--- src/rtl/rv_sched_pkg.sv ---
// Shared types and sizing for the barrel-pipeline hart scheduler.
// Slot format {valid, id} matches the hart shift chain registers.
package rv_sched_pkg;

   localparam int NUM_HARTS  = 8;
   localparam int HART_W     = 3;
   localparam int PIPE_DEPTH = 6;
   localparam int COOL_W     = (PIPE_DEPTH > 1) ? $clog2(PIPE_DEPTH) : 1;

   typedef struct packed {
      logic              valid;
      logic [HART_W-1:0] id;
   } slot_t;

   localparam slot_t SLOT_BUBBLE = '{valid: 1'b0, id: '0};

   function automatic logic [HART_W-1:0] next_ptr(input logic [HART_W-1:0] id);
      return (int'(id) == NUM_HARTS - 1) ? '0 : id + 1'b1;
   endfunction

endpackage

--- src/rtl/rv_hart_sched_if.sv ---
// Control/status bundle between the pipeline and the hart scheduler.
// Priority-issue signals exist only when RV_HART_SCHED_PRIO_EN is defined.
interface rv_hart_sched_if;
   import rv_sched_pkg::*;

   logic [NUM_HARTS-1:0] hart_en;
   logic                 stall;
   logic                 sleep_vld;
   logic [HART_W-1:0]    sleep_id;
   logic [NUM_HARTS-1:0] wake;
   slot_t                h_out;
   logic [NUM_HARTS-1:0] active;
`ifdef RV_HART_SCHED_PRIO_EN
   logic                 prio_vld;
   logic [HART_W-1:0]    prio_id;

   modport master (
      output hart_en, stall, sleep_vld, sleep_id, wake, prio_vld, prio_id,
      input  h_out, active
   );
   modport slave (
      input  hart_en, stall, sleep_vld, sleep_id, wake, prio_vld, prio_id,
      output h_out, active
   );
`else
   modport master (
      output hart_en, stall, sleep_vld, sleep_id, wake,
      input  h_out, active
   );
   modport slave (
      input  hart_en, stall, sleep_vld, sleep_id, wake,
      output h_out, active
   );
`endif

endinterface

--- src/rtl/rv_hart_sched_rr_pick.sv ---
// Combinational rotating-priority picker: lowest requesting index at or
// after ptr wins, wrapping N-1 -> 0.
module rv_rr_pick
   import rv_sched_pkg::*;
#(
   parameter int N = NUM_HARTS,
   parameter int W = HART_W
) (
   input  logic [N-1:0] req,
   input  logic [W-1:0] ptr,
   output logic         grant_vld,
   output logic [W-1:0] grant_id
);

   logic [W-1:0] idx [N];
   logic [N-1:0] rot;

   // rot[k] is the request of hart (ptr + k) mod N
   for (genvar gi = 0; gi < N; gi++) begin : g_rot
      logic [W:0] sum;
      assign sum     = {1'b0, ptr} + (W+1)'(gi);
      assign idx[gi] = W'((sum >= (W+1)'(N)) ? sum - (W+1)'(N) : sum);
      assign rot[gi] = req[idx[gi]];
   end

   always_comb begin
      grant_vld = 1'b0;
      grant_id  = '0;
      for (int k = N - 1; k >= 0; k--) begin
         if (rot[k]) begin
            grant_vld = 1'b1;
            grant_id  = idx[k];
         end
      end
   end

endmodule

--- src/rtl/rv_hart_sched.sv ---
// Dynamic round-robin hart scheduler with per-hart sleep and pipeline cooldown.
// Optional priority issue is enabled by defining RV_HART_SCHED_PRIO_EN.
module rv_hart_sched
   import rv_sched_pkg::*;
(
   input  logic          clk,
   input  logic          rst_n,
   rv_hart_sched_if.slave bus
);

   logic [NUM_HARTS-1:0] sleeping_reg;
   logic [NUM_HARTS-1:0] sleeping_next;
   logic [NUM_HARTS-1:0] cool_zero;
   logic [NUM_HARTS-1:0] eligible;
   logic [HART_W-1:0]    ptr_reg;
   slot_t                h_out_reg;
   logic [NUM_HARTS-1:0] active_reg;

   logic                 rr_vld;
   logic [HART_W-1:0]    rr_id;
   logic                 issue;
   logic [HART_W-1:0]    issue_id;
   logic                 adv_ptr;

   for (genvar gi = 0; gi < NUM_HARTS; gi++) begin : g_hart
      logic [COOL_W-1:0] cool_reg;

      // Wake beats a same-cycle sleep so a wakeup is never lost
      assign sleeping_next[gi] = bus.wake[gi] ? 1'b0 :
                                 (bus.sleep_vld && bus.sleep_id == HART_W'(gi)) ? 1'b1 :
                                 sleeping_reg[gi];
      assign cool_zero[gi] = (cool_reg == '0);

      always_ff @(posedge clk) begin
         if (!rst_n) begin
            cool_reg <= '0;
         end else if (issue && issue_id == HART_W'(gi)) begin
            cool_reg <= COOL_W'(PIPE_DEPTH - 1);
         end else if (cool_reg != '0) begin
            cool_reg <= cool_reg - 1'b1;
         end
      end
   end

   assign eligible = bus.hart_en & ~sleeping_reg & cool_zero;

   rv_rr_pick #(.N(NUM_HARTS), .W(HART_W)) u_rr_pick (
      .req       (eligible),
      .ptr       (ptr_reg),
      .grant_vld (rr_vld),
      .grant_id  (rr_id)
   );

`ifdef RV_HART_SCHED_PRIO_EN
   logic                 prio_ok;
   logic [HART_W-1:0]    prio_gid;
   logic [NUM_HARTS-1:0] prio_req;

   // Masking to the requested hart turns the picker into an eligibility test
   assign prio_req = eligible & (NUM_HARTS'(1) << bus.prio_id);

   rv_rr_pick #(.N(NUM_HARTS), .W(HART_W)) u_prio_pick (
      .req       (prio_req),
      .ptr       (bus.prio_id),
      .grant_vld (prio_ok),
      .grant_id  (prio_gid)
   );

   always_comb begin
      issue    = 1'b0;
      issue_id = rr_id;
      adv_ptr  = 1'b0;
      if (!bus.stall) begin
         if (bus.prio_vld && prio_ok) begin
            issue    = 1'b1;
            issue_id = prio_gid;
         end else if (rr_vld) begin
            issue    = 1'b1;
            adv_ptr  = 1'b1;
         end
      end
   end
`else
   always_comb begin
      issue    = !bus.stall && rr_vld;
      issue_id = rr_id;
      adv_ptr  = issue;
   end
`endif

   always_ff @(posedge clk) begin
      if (!rst_n) begin
         h_out_reg    <= SLOT_BUBBLE;
         active_reg   <= '0;
         sleeping_reg <= '0;
         ptr_reg      <= '0;
      end else begin
         sleeping_reg <= sleeping_next;
         active_reg   <= bus.hart_en & ~sleeping_next;
         if (issue) begin
            h_out_reg <= '{valid: 1'b1, id: issue_id};
            if (adv_ptr) begin
               ptr_reg <= next_ptr(issue_id);
            end
         end else begin
            h_out_reg <= SLOT_BUBBLE;
         end
      end
   end

   assign bus.h_out  = h_out_reg;
   assign bus.active = active_reg;

endmodule

--- src/flat_wrapper.sv ---
// flat-port wrapper written by rule: the top's interface ports become plain ports
module rv_hart_sched_flat import rv_sched_pkg::*;
  (clk, rst_n, bus_hart_en, bus_stall, bus_sleep_vld, bus_sleep_id, bus_wake, bus_h_out, bus_active);
  rv_hart_sched_if bus_i ();
  input  logic clk;
  input  logic rst_n;
  input wire logic [$bits(bus_i.hart_en)-1:0] bus_hart_en;
  input wire logic [$bits(bus_i.stall)-1:0] bus_stall;
  input wire logic [$bits(bus_i.sleep_vld)-1:0] bus_sleep_vld;
  input wire logic [$bits(bus_i.sleep_id)-1:0] bus_sleep_id;
  input wire logic [$bits(bus_i.wake)-1:0] bus_wake;
  output wire logic [$bits(bus_i.h_out)-1:0] bus_h_out;
  output wire logic [$bits(bus_i.active)-1:0] bus_active;
  assign bus_i.hart_en = bus_hart_en;
  assign bus_i.stall = bus_stall;
  assign bus_i.sleep_vld = bus_sleep_vld;
  assign bus_i.sleep_id = bus_sleep_id;
  assign bus_i.wake = bus_wake;
  assign bus_h_out = bus_i.h_out;
  assign bus_active = bus_i.active;
  rv_hart_sched u_core (.clk(clk), .rst_n(rst_n), .bus(bus_i));
endmodule
--- config.mk ---
export PLATFORM = sky130hd
export DESIGN_NAME = rv_hart_sched_flat
export DESIGN_NICKNAME = d
export VERILOG_FILES = /design/src/rtl/rv_sched_pkg.sv /design/src/rtl/rv_hart_sched_if.sv /design/src/rtl/rv_hart_sched_rr_pick.sv /design/src/rtl/rv_hart_sched.sv /design/src/flat_wrapper.sv
export SDC_FILE = /design/constraint.sdc
export NUM_CORES = 1
export LEC_CHECK = 0
export BUFFER_PORTS_ARGS = -buffer_cell sky130_fd_sc_hd__buf_2
export CAP_MARGIN = 0
export CORE_ASPECT_RATIO = 1.2
export CORE_UTILIZATION = 60
export DETAILED_ROUTE_END_ITERATION = 16
export PLACE_DENSITY_LB_ADDON = 0.25
export SETUP_SLACK_MARGIN = 0.4
export SYNTH_ARGS = -nofsm -noshare
export SYNTH_HDL_FRONTEND = slang
export SYNTH_SLANG_ARGS = --single-unit
--- constraint.sdc ---
create_clock -name clk -period 6.8 [get_ports clk]
set_clock_uncertainty 0.05 [all_clocks]
set_input_delay 1.36 -clock clk [delete_from_list [all_inputs] [get_ports clk]]
set_output_delay 1.36 -clock clk [all_outputs]
set_load 0.005 [all_outputs]
==> impl_metrics.env, run 1 <==
export IMPL_final_common_cell="dfxtp_1"
export IMPL_status="complete, no violations"
export IMPL_worstPathCellList="inv_2 > ha_1 > inv_4 > mux2i_1 > mux4_2 > nor4_1 > a311oi_1 > o311ai_2 > ha_1 > nand2_1 > a211oi_1 > nand3_1 > nand4_1"
export IMPL_grt_usage_pct=29.29
export IMPL_yosys_top_cells_area="dfxtp_1, ha_1, mux4_2, mux2i_1, inv_1"
export IMPL_synth_top_area_share_pct=26.15
export IMPL_die_y_um=86.84
export IMPL_clock_path_buffers=2
export IMPL_tightestPinTransition_ns=1.168
export IMPL_netlist_area_um2=3598
export IMPL_ctsResizeCount=0
export IMPL_antenna_found_initial=0
export IMPL_synth_nets=439
export IMPL_drt_iter0_markers=148
export IMPL_yosys_most_used_dff="dfxtp_1"
export IMPL_clkTransAtPathRegs_ns=0.09
export IMPL_vias=3080
export IMPL_use_met1_pct=34.55
export IMPL_met3_usage_pct=4.884
export IMPL_wl_per_cell_um=17.90
export IMPL_relSlewSlack_pct=22.10
export IMPL_ys_seq_area_share_pct=26.15
export IMPL_worst_path_largest_cell_delay_ns=0.88
export IMPL_cts_num_sinks=47
export IMPL_finalSetupTns_ns=0
export IMPL_busiest_layer="met2"
export IMPL_final_cell_mix="dfxtp_1, inv_1, buf_2"
export IMPL_die_w_um=72.70
export IMPL_synth_warnings=0
export IMPL_crit_top_cell="ha_1"
export IMPL_rows=30
export IMPL_clock_latency_ns=0.31
export IMPL_use_met2_pct=50.47
export IMPL_start_util_pct=63.07
export IMPL_die_area_um2=6312
export IMPL_cp_slowest_cell="dfxtp_1"
export IMPL_start_kind="register"
export IMPL_io_buffers=34
export IMPL_ys_ff_latch=47
export IMPL_arrival_ns=5.12
export IMPL_grt_start_max_net_pins=35
export IMPL_cts_root_buf="clkbuf_8"
export IMPL_numCtsBuffers=5
export IMPL_final_max_slew_viol_count=0
export IMPL_place_hpwl_um=6642
export IMPL_first_pass_iters=5
export IMPL_ant_nets=0
export IMPL_cap_violations=0
export IMPL_largest_register_ffs=24
export IMPL_post_route_util_pct=67.46
export IMPL_holdWs_ns=0.4941
export IMPL_fmax_mhz=203.0
export IMPL_r2r_slack_ns=1.87
export IMPL_synth_edf_count=0
export IMPL_via_per_inst=6.324
export IMPL_path_max_fanout=23
export IMPL_rsz0062_at_grt="no"
export IMPL_grt_pass1_wl_um=14150
export IMPL_r2r_start="u_core.ptr_reg[1]$_SDFFE_PN0P_"
export IMPL_fin_area_um2=3849
export IMPL_end_kind="register"
export IMPL_htree_num_levels=2
export IMPL_placed_area_um2=3745
export IMPL_synth_cell_types=69
export IMPL_hp_start="u_core.g_hart[4].cool_reg[1]$_SDFFE_PP0P_"
export IMPL_first_global_vias=3042
export IMPL_path_class="register to register"
export IMPL_yosysTopAreaCell="dfxtp_1"
export IMPL_grt_overflow=0
export IMPL_fp_coreArea_um2=5705
export IMPL_fin_crit_sh_pct=72.44
export IMPL_drc=0
export IMPL_hold_path_class="register to register"
export IMPL_synthArstFlopShare_pct=0
export IMPL_syn_inst=386
export IMPL_final_nets=459
export IMPL_cp_required_ns=7.00
export IMPL_cts_tree="done"
export IMPL_r2r_end="u_core.ptr_reg[2]$_SDFFE_PN0P_"
export IMPL_worst_r2r_path_depth=13
export IMPL_gp_congestion=0.9734
export IMPL_ctsHoldBuffers=0
export IMPL_layout_drive_gt1_share_pct=18.67
export IMPL_whs_path_depth=2
export IMPL_ioPinCount=35
export IMPL_holdPathEnd="u_core.g_hart[4].cool_reg[1]$_SDFFE_PP0P_"
export IMPL_finalWirelength_um=8715
export IMPL_post_route_min_period_ns=4.926
export IMPL_setup_viol=0
export IMPL_final_hold_violation_count=0
export IMPL_antenna_cells=0
export IMPL_avgSynthCellArea_um2=9.322
export IMPL_syn_to_final_growth_pct=6.954
export IMPL_cts_setup_buffers=0
kinds of logic (layout without fill, tap and decap cells):
| logic type | after synthesis | count (layout) | share of synthesized area [%] |
|---|---|---|---|
| buf+inv | 63 | 84 | 8.102 |
| fa+ha+maj | 30 | 30 | 10.43 |
| mux | 31 | 31 | 13.14 |
| flops | 47 | 47 | 26.15 |
| compound gates | 95 | 95 | 20.27 |
| simple gates | 106 | 106 | 18.50 |
| xor+xnor | 14 | 14 | 3.408 |
routing by layer:
metal	vias up	routed length, µm
met3	27	513
met4	0	349
met1	1463	3565
met2	114	4286
li1	1476	-
met5	-	0
cells in the mapped netlist (3+ instances only):
cell	number
a21oi_1	17
nand3b_1	9
nand4_1	3
o22ai_1	13
a311oi_1	7
and4bb_2	3
clkbuf_1	5
xnor2_1	5
xor2_1	9
dfxtp_1	47
mux4_2	13
mux2i_1	18
or2_2	3
nor2_1	22
a211oi_1	7
a31oi_1	4
and3b_1	10
inv_1	36
o2bb2ai_1	3
o211ai_1	4
or3_1	3
nand2_1	9
nand3_1	3
and4b_1	4
o21ai_1	3
nor3_1	16
buf_6	4
o211a_1	9
nor3b_1	3
ha_1	30
o21ai_0	4
nor2b_1	3
buf_2	9
buf_4	3
through the flow:
stage | std cells | worst slack, ns
global placement | 479 | 2.064
finish | 487 | 1.874
global route | 487 | 1.527
CTS | 487 | 1.932
detailed placement | 479 | 1.952
floorplan | 386 | 2.689
worst max path at each step:
stage / start / depth (start not counted) / slack [ns] / to
final: u_core.ptr_reg[1]$_SDFFE_PN0P_ / 13 / 1.87 / u_core.ptr_reg[2]$_SDFFE_PN0P_
after global routing: u_core.ptr_reg[1]$_SDFFE_PN0P_ / 13 / 1.53 / u_core.ptr_reg[2]$_SDFFE_PN0P_
after CTS: u_core.ptr_reg[1]$_SDFFE_PN0P_ / 13 / 1.93 / u_core.ptr_reg[2]$_SDFFE_PN0P_
after detailed placement: u_core.ptr_reg[1]$_SDFFE_PN0P_ / 13 / 1.95 / u_core.ptr_reg[2]$_SDFFE_PN0P_
after global placement: u_core.ptr_reg[1]$_SDFFE_PN0P_ / 12 / 2.06 / u_core.ptr_reg[2]$_SDFFE_PN0P_
after floorplan: bus_hart_en[4] / 12 / 2.69 / u_core.ptr_reg[2]$_SDFFE_PN0P_
final cells by class:
cell class / count / area [µm²]
clock buffers: 7 / 96.34
clock inverters: 1 / 7.507
fillers: 502 / 1857
inverters: 40 / 152.6
multi-input cells: 276 / 2366
flip-flops and latches: 47 / 940.9
well taps: 80 / 100.1
repair buffers: 36 / 185.2
worst max-delay path, delay by kind of cell (launching register included):
family          cells  cell delay, ns
fa+ha+maj           2            1.05
flops               1            0.88
simple gates        4            0.63
compound gates      3            1.09
mux                 2            0.74
buf+inv             2            0.40
Power of run 1 is not shown: default switching activity piles up to over one toggle a cycle in this logic, so the estimate is an artifact.
==> run 2, diff against run 1 <==
--- a/config.mk
+++ b/config.mk
@@ -5,10 +5,11 @@
 export SDC_FILE = /design/constraint.sdc
 export NUM_CORES = 1
 export LEC_CHECK = 0
+export ABC_AREA = 1
 export BUFFER_PORTS_ARGS = -buffer_cell sky130_fd_sc_hd__buf_2
 export CAP_MARGIN = 0
 export CORE_ASPECT_RATIO = 1.2
-export CORE_UTILIZATION = 60
+export CORE_UTILIZATION = 59
 export DETAILED_ROUTE_END_ITERATION = 16
 export PLACE_DENSITY_LB_ADDON = 0.25
 export SETUP_SLACK_MARGIN = 0.4
==> constraint.sdc (replaced) <==
create_clock -name clk -period 5 [get_ports clk]
set_clock_uncertainty 0.05 [all_clocks]
set_input_delay 1 -clock clk [delete_from_list [all_inputs] [get_ports clk]]
set_output_delay 1 -clock clk [all_outputs]
set_load 0.005 [all_outputs]
==> run 2 against run 1 <==
Maximum frequency increased by 51%. Worst hold slack worse by 0.041 ns. Critical path depth increased by 8. Largest cell class unchanged. Critical path type unchanged.
==> impl_metrics.env, run 2 <==
export IMPL_final_max_slew_viol_count=0
export IMPL_final_nets=518
export IMPL_place_hpwl_um=4908
export IMPL_numCtsBuffers=5
export IMPL_rows=28
export IMPL_first_pass_iters=4
export IMPL_synth_common_cells="nand2_1, inv_1, dfxtp_1"
export IMPL_synthArstFlopShare_pct=0
export IMPL_final_cell_mix="nand2_1, inv_1, dfxtp_1"
export IMPL_synth_edf_count=0
export IMPL_synth_simple_gate_area_share_pct=33.80
export IMPL_antenna_cells=0
export IMPL_synth_cell_types=32
export IMPL_synth_top_family_by_area="simple AND/OR/NAND/NOR gates"
export IMPL_via_per_inst=5.106
export IMPL_finalSetupTns_ns=0
export IMPL_yosys_top_cells_area="dfxtp_1, ha_1, nand2_1, inv_1, a21oi_1"
export IMPL_fmax_mhz=306.5
export IMPL_met3_usage_pct=5.139
export IMPL_ctsHoldBuffers=0
export IMPL_status="complete, no violations"
export IMPL_synth_warnings=0
export IMPL_yosys_most_used_dff="dfxtp_1"
export IMPL_grt_usage_pct=25.96
export IMPL_holdWs_ns=0.4530
export IMPL_start_util_pct=62.45
export IMPL_cts_num_sinks=47
export IMPL_drt_iter0_markers=93
export IMPL_synth_nets=488
export IMPL_arrival_ns=3.41
export IMPL_end_kind="register"
export IMPL_power_density_nw_per_um2=764.4
export IMPL_synth_mux_area_share_pct=0
export IMPL_syn_to_final_growth_pct=9.412
export IMPL_rsz0062_at_grt="no"
export IMPL_synth_xor_area_share_pct=3.535
export IMPL_final_common_cell="nand2_1"
export IMPL_synthAdderAreaFrac_pct=11.91
export IMPL_clock_latency_ns=0.30
export IMPL_fillCellCount=449
export IMPL_start_kind="register"
export IMPL_hold_path_class="register to register"
export IMPL_htree_num_levels=2
export IMPL_synth_compound_area_share_pct=8.459
export IMPL_netlist_area_um2=3151
export IMPL_gp_congestion=0.9230
export IMPL_fp_coreArea_um2=5045
export IMPL_synth_most_common_cell="nand2_1"
export IMPL_final_seq_area_um2=940.9
export IMPL_setup_viol=0
export IMPL_cap_violations=0
export IMPL_yosysTopAreaCell="dfxtp_1"
export IMPL_ctsResizeCount=0
export IMPL_clkTransAtPathRegs_ns=0.09
export IMPL_post_route_util_pct=68.33
export IMPL_grt_overflow=0
export IMPL_wl_per_cell_um=12.06
export IMPL_first_global_vias=2676
export IMPL_relSlewSlack_pct=44.73
export IMPL_antenna_found_initial=0
export IMPL_use_met2_pct=46.86
export IMPL_grt_start_max_net_pins=28
export IMPL_path_max_fanout=12
export IMPL_ioPinCount=35
export IMPL_layout_drive_gt1_share_pct=21.24
export IMPL_final_hold_violation_count=0
export IMPL_finalWirelength_um=6341
export IMPL_ys_ff_latch=47
export IMPL_io_buffers=34
export IMPL_tightestPinTransition_ns=0.8240
export IMPL_avgSynthCellArea_um2=7.243
export IMPL_die_w_um=68.71
export IMPL_ant_nets=0
export IMPL_path_class="register to register"
export IMPL_grt_pass1_wl_um=11150
export IMPL_clock_path_buffers=2
export IMPL_cts_root_buf="clkbuf_8"
export IMPL_cts_setup_buffers=0
export IMPL_vias=2686
export IMPL_multi_input_area_um2=1818
export IMPL_cts_tree="done"
export IMPL_synth_top_area_share_pct=29.86
export IMPL_use_met1_pct=29.34
export IMPL_die_y_um=82.05
export IMPL_cp_required_ns=5.15
export IMPL_fin_crit_sh_pct=65.24
export IMPL_p_leak_uw=0.001776
export IMPL_largest_register_ffs=24
export IMPL_die_area_um2=5637
export IMPL_busiest_layer="met2"
export IMPL_ys_seq_area_share_pct=29.86
export IMPL_drc=0
export IMPL_syn_inst=435
export IMPL_irDropWorstVdd_mv=0.3908
export IMPL_post_route_min_period_ns=3.262
## run 2: area by class of cell
class / count / area share [%]
clock buffer: 6 / 2.396
inverter: 86 / 9.437
multi-input combinational: 291 / 52.74
clock inverter: 2 / 1.016
timing repair buffer: 34 / 4.936
tap: 60 / 2.178
sequential: 47 / 27.30
## run 2: final timing paths
path,start,to,slack (ns),depth (start not counted)
worst max-delay path,u_core.ptr_reg[0]$_SDFFE_PN0P_,u_core.ptr_reg[2]$_SDFFE_PN0P_,1.74,21
worst min-delay path,u_core.g_hart[3].cool_reg[1]$_SDFFE_PP0P_,u_core.g_hart[3].cool_reg[1]$_SDFFE_PP0P_,0.45,2
worst max register to register,u_core.ptr_reg[0]$_SDFFE_PN0P_,u_core.ptr_reg[2]$_SDFFE_PN0P_,1.74,21
worst min register to register,u_core.g_hart[3].cool_reg[1]$_SDFFE_PP0P_,u_core.g_hart[3].cool_reg[1]$_SDFFE_PP0P_,0.45,2
## run 2: where the power goes
part / switching (µW) / total (µW) / internal (µW) / leakage, µW
combinational: 1170 / 1800 / 631 / 0.00133
clock: 126 / 288 / 162 / 0.0000612
sequential: 71.3 / 545 / 474 / 0.000388
total: 1370 / 2630 / 1270 / 0.00178
## run 2: metal layers
layer	part of all wire, %	vias to the layer above
met4	2.2	0
li1	-	1395
met1	43	1230
met3	3.7	14
met5	0	-
met2	51	47
## run 2: cells by family (layout without fill, tap and decap cells)
kind of cell / Yosys count / in the layout
XOR/XNOR: 11 / 11
flip-flops: 47 / 47
AO/OA/AOI/OAI: 51 / 51
AND/OR/NAND/NOR: 199 / 199
buffers and inverters: 97 / 128
adder cells (fa/ha/maj): 30 / 30
## run 2: stage by stage
| step | cells | worst slack [ns] | instance area, µm² | total power, µW |
|---|---|---|---|---|
| final | 526 | 1.738 | 3447 | 2635 |
| after global routing | 526 | 1.368 | 3447 | 2929 |
| after CTS | 526 | 1.742 | 3447 | 2646 |
| after detailed placement | 518 | 1.769 | 3329 | 2332 |
| after global placement | 518 | 1.858 | 3329 | 2283 |
| after floorplan | 435 | 2.189 | 3151 | 2036 |
## run 2: worst max-delay path, stage by stage (launching register included)
cell     delay (ns)
dfxtp_1        0.59
inv_4          0.16
ha_1           0.44
inv_1          0.20
nand3_1        0.17
nand2_1        0.10
nand2_1        0.07
nand2_1        0.10
nor2_1         0.05
nand2_1        0.06
nand3_1        0.06
nand2_1        0.06
nand2_1        0.04
nand2_1        0.05
nand2_1        0.05
nand2_1        0.12
inv_1          0.08
ha_1           0.20
inv_1          0.17
nand2_1        0.11
a21oi_1        0.15
nor2_1         0.07
Note: power is estimated with default switching activity, not from simulation.
==> run 3, diff against run 2 <==
--- a/config.mk
+++ b/config.mk
@@ -9,7 +9,7 @@
 export BUFFER_PORTS_ARGS = -buffer_cell sky130_fd_sc_hd__buf_2
 export CAP_MARGIN = 0
 export CORE_ASPECT_RATIO = 1.2
-export CORE_UTILIZATION = 59
+export CORE_UTILIZATION = 53
 export DETAILED_ROUTE_END_ITERATION = 16
 export PLACE_DENSITY_LB_ADDON = 0.25
 export SETUP_SLACK_MARGIN = 0.4
==> constraint.sdc (replaced) <==
create_clock -name clk -period 2.95 [get_ports clk]
set_clock_uncertainty 0.05 [all_clocks]
set_input_delay 0.59 -clock clk [delete_from_list [all_inputs] [get_ports clk]]
set_output_delay 0.59 -clock clk [all_outputs]
set_load 0.005 [all_outputs]
==> run 3 against run 2 <==
Critical path depth rose by 4. Core utilization is 9.6 points higher. Cell count is 10% higher. Flip-flop and latch count is the same. Maximum frequency rose by 20%.
==> impl_metrics.env, run 3 (synthesized netlist as in run 2, its figures left out) <==
export IMPL_final_max_slew_viol_count=0
export IMPL_grt_overflow=0
export IMPL_finalSetupTns_ns=0
export IMPL_fin_crit_sh_pct=92.22
export IMPL_worst_r2r_path_depth=25
export IMPL_path_max_fanout=4
export IMPL_drt_iter0_markers=221
export IMPL_die_area_um2=6258
export IMPL_die_w_um=72.38
export IMPL_final_common_cell="inv_1"
export IMPL_io_buffers=34
export IMPL_clock_path_buffers=2
export IMPL_post_route_min_period_ns=2.721
export IMPL_placed_area_um2=3470
export IMPL_end_kind="register"
export IMPL_tightestPinTransition_ns=0.4557
export IMPL_r2r_slack_ns=0.23
export IMPL_fin_area_um2=4447
export IMPL_relSlewSlack_pct=69.58
export IMPL_holdPathEnd="u_core.bus.active[3]$_SDFF_PN0_"
export IMPL_start_kind="register"
export IMPL_clock_latency_ns=0.30
export IMPL_fmax_mhz=367.6
export IMPL_final_hold_violation_count=0
export IMPL_hold_path_class="input pin to register"
export IMPL_r2r_start="u_core.g_hart[4].cool_reg[0]$_SDFFE_PN0P_"
export IMPL_arrival_ns=2.88
export IMPL_antenna_cells=0
export IMPL_layout_drive_gt1_share_pct=51.30
export IMPL_first_pass_iters=5
export IMPL_numCtsBuffers=5
export IMPL_path_class="register to register"
export IMPL_final_seq_area_um2=960.9
export IMPL_finalWirelength_um=8952
export IMPL_post_route_util_pct=77.94
export IMPL_whs_path_depth=3
export IMPL_rows=30
export IMPL_final_cell_mix="inv_1, nand2_1, buf_2"
export IMPL_wl_per_cell_um=15.41
export IMPL_final_nets=553
export IMPL_cts_tree="done"
export IMPL_grt_usage_pct=27.00
export IMPL_largest_register_ffs=24
export IMPL_syn_to_final_growth_pct=41.14
export IMPL_antenna_found_initial=0
export IMPL_cp_required_ns=3.11
export IMPL_cts_num_sinks=47
export IMPL_status="complete, no violations"
export IMPL_ioPinCount=35
export IMPL_vias=3065
export IMPL_start_util_pct=55.22
export IMPL_clkTransAtPathRegs_ns=0.09
export IMPL_grt_start_max_net_pins=18
export IMPL_cap_violations=0
export IMPL_die_y_um=86.46
export IMPL_r2r_end="u_core.g_hart[6].cool_reg[1]$_SDFFE_PP0P_"
export IMPL_htree_num_levels=2
export IMPL_fp_coreArea_um2=5705
export IMPL_via_per_inst=5.275
export IMPL_grt_pass1_wl_um=13090
export IMPL_ant_nets=0
export IMPL_rsz0062_at_grt="yes"
export IMPL_gp_congestion=0.9017
export IMPL_ctsHoldBuffers=0
export IMPL_drc=0
export IMPL_hp_start="bus_wake[3]"
export IMPL_place_hpwl_um=5336
export IMPL_multi_input_area_um2=2499
export IMPL_first_global_vias=2916
export IMPL_cts_root_buf="clkbuf_8"
export IMPL_fillCellCount=358
export IMPL_setup_viol=0
run 3: layer usage:
layer | GRT usage (%) | part of all wire (%) | vias up
met3 | 3.837 | 3.9 | 36
met4 | 14.44 | 5.8 | 0
met5 | 0 | 0 | -
met2 | 47.66 | 52 | 107
met1 | 31.17 | 39 | 1453
li1 | - | - | 1469
run 3: worst max path at each step:
stage	from	depth (start not counted)	slack [ns]	to
3_5_place_dp	u_core.g_hart[5].cool_reg[0]$_SDFFE_PN0P_	25	0.03	u_core.g_hart[7].cool_reg[1]$_SDFFE_PP0P_
2_1_floorplan	u_core.ptr_reg[0]$_SDFFE_PN0P_	25	0.40	u_core.g_hart[7].cool_reg[1]$_SDFFE_PP0P_
5_1_grt	u_core.g_hart[2].cool_reg[0]$_SDFFE_PN0P_	21	0.1	u_core.ptr_reg[2]$_SDFFE_PN0P_
3_3_place_gp	u_core.g_hart[4].cool_reg[0]$_SDFFE_PN0P_	25	0.13	u_core.g_hart[7].cool_reg[1]$_SDFFE_PP0P_
4_1_cts	u_core.g_hart[0].cool_reg[1]$_SDFFE_PP0P_	25	0.37	u_core.g_hart[2].cool_reg[1]$_SDFFE_PP0P_
6_report	u_core.g_hart[4].cool_reg[0]$_SDFFE_PN0P_	25	0.23	u_core.g_hart[6].cool_reg[1]$_SDFFE_PP0P_
run 3: cell type report:
type	instances	area share, %
clock inverters	1	0.1688
inverters	86	7.710
clock buffers	7	2.167
flip-flops and latches	47	21.61
multi-input cells	291	56.19
well taps	80	2.251
repair buffers	69	9.904
run 3: worst max-delay path: stages, from the launching register on:
cell     delay [ns]
dfxtp_2        0.34
inv_2          0.06
ha_4           0.14
ha_4           0.15
nand2_2        0.06
nor2_4         0.15
nand2_4        0.10
nand3_2        0.13
nand2_2        0.06
nand2_2        0.07
nand2_2        0.07
nor2_2         0.10
nand2_1        0.06
nand3_1        0.09
nand2_1        0.07
nand2_1        0.06
nand2_1        0.06
nand2_2        0.08
nand2_4        0.08
inv_4          0.09
ha_4           0.13
inv_2          0.04
nor2_4         0.15
nand3_4        0.12
nand3_2        0.07
inv_1          0.04
run 3: stage by stage:
| step | worst slack (ns) | hold WS, ns | instances |
|---|---|---|---|
| 4_1_cts | 0.3749 | 0.4461 | 570 |
| 3_5_place_dp | 0.02763 | 0.4448 | 546 |
| 6_report | 0.2294 | 0.4497 | 581 |
| 3_3_place_gp | 0.1258 | 0.4314 | 546 |
| 5_1_grt | 0.09518 | 0.4385 | 581 |
| 2_1_floorplan | 0.4024 | 0.4194 | 435 |
run 3: repair_timing:
action                                  CTS  global route
setup buffers                            16            11
pin swaps                                43            40
resized for setup                        99            69
endpoints found under the setup margin   27            27
Power of run 3 is left out for the same reason.
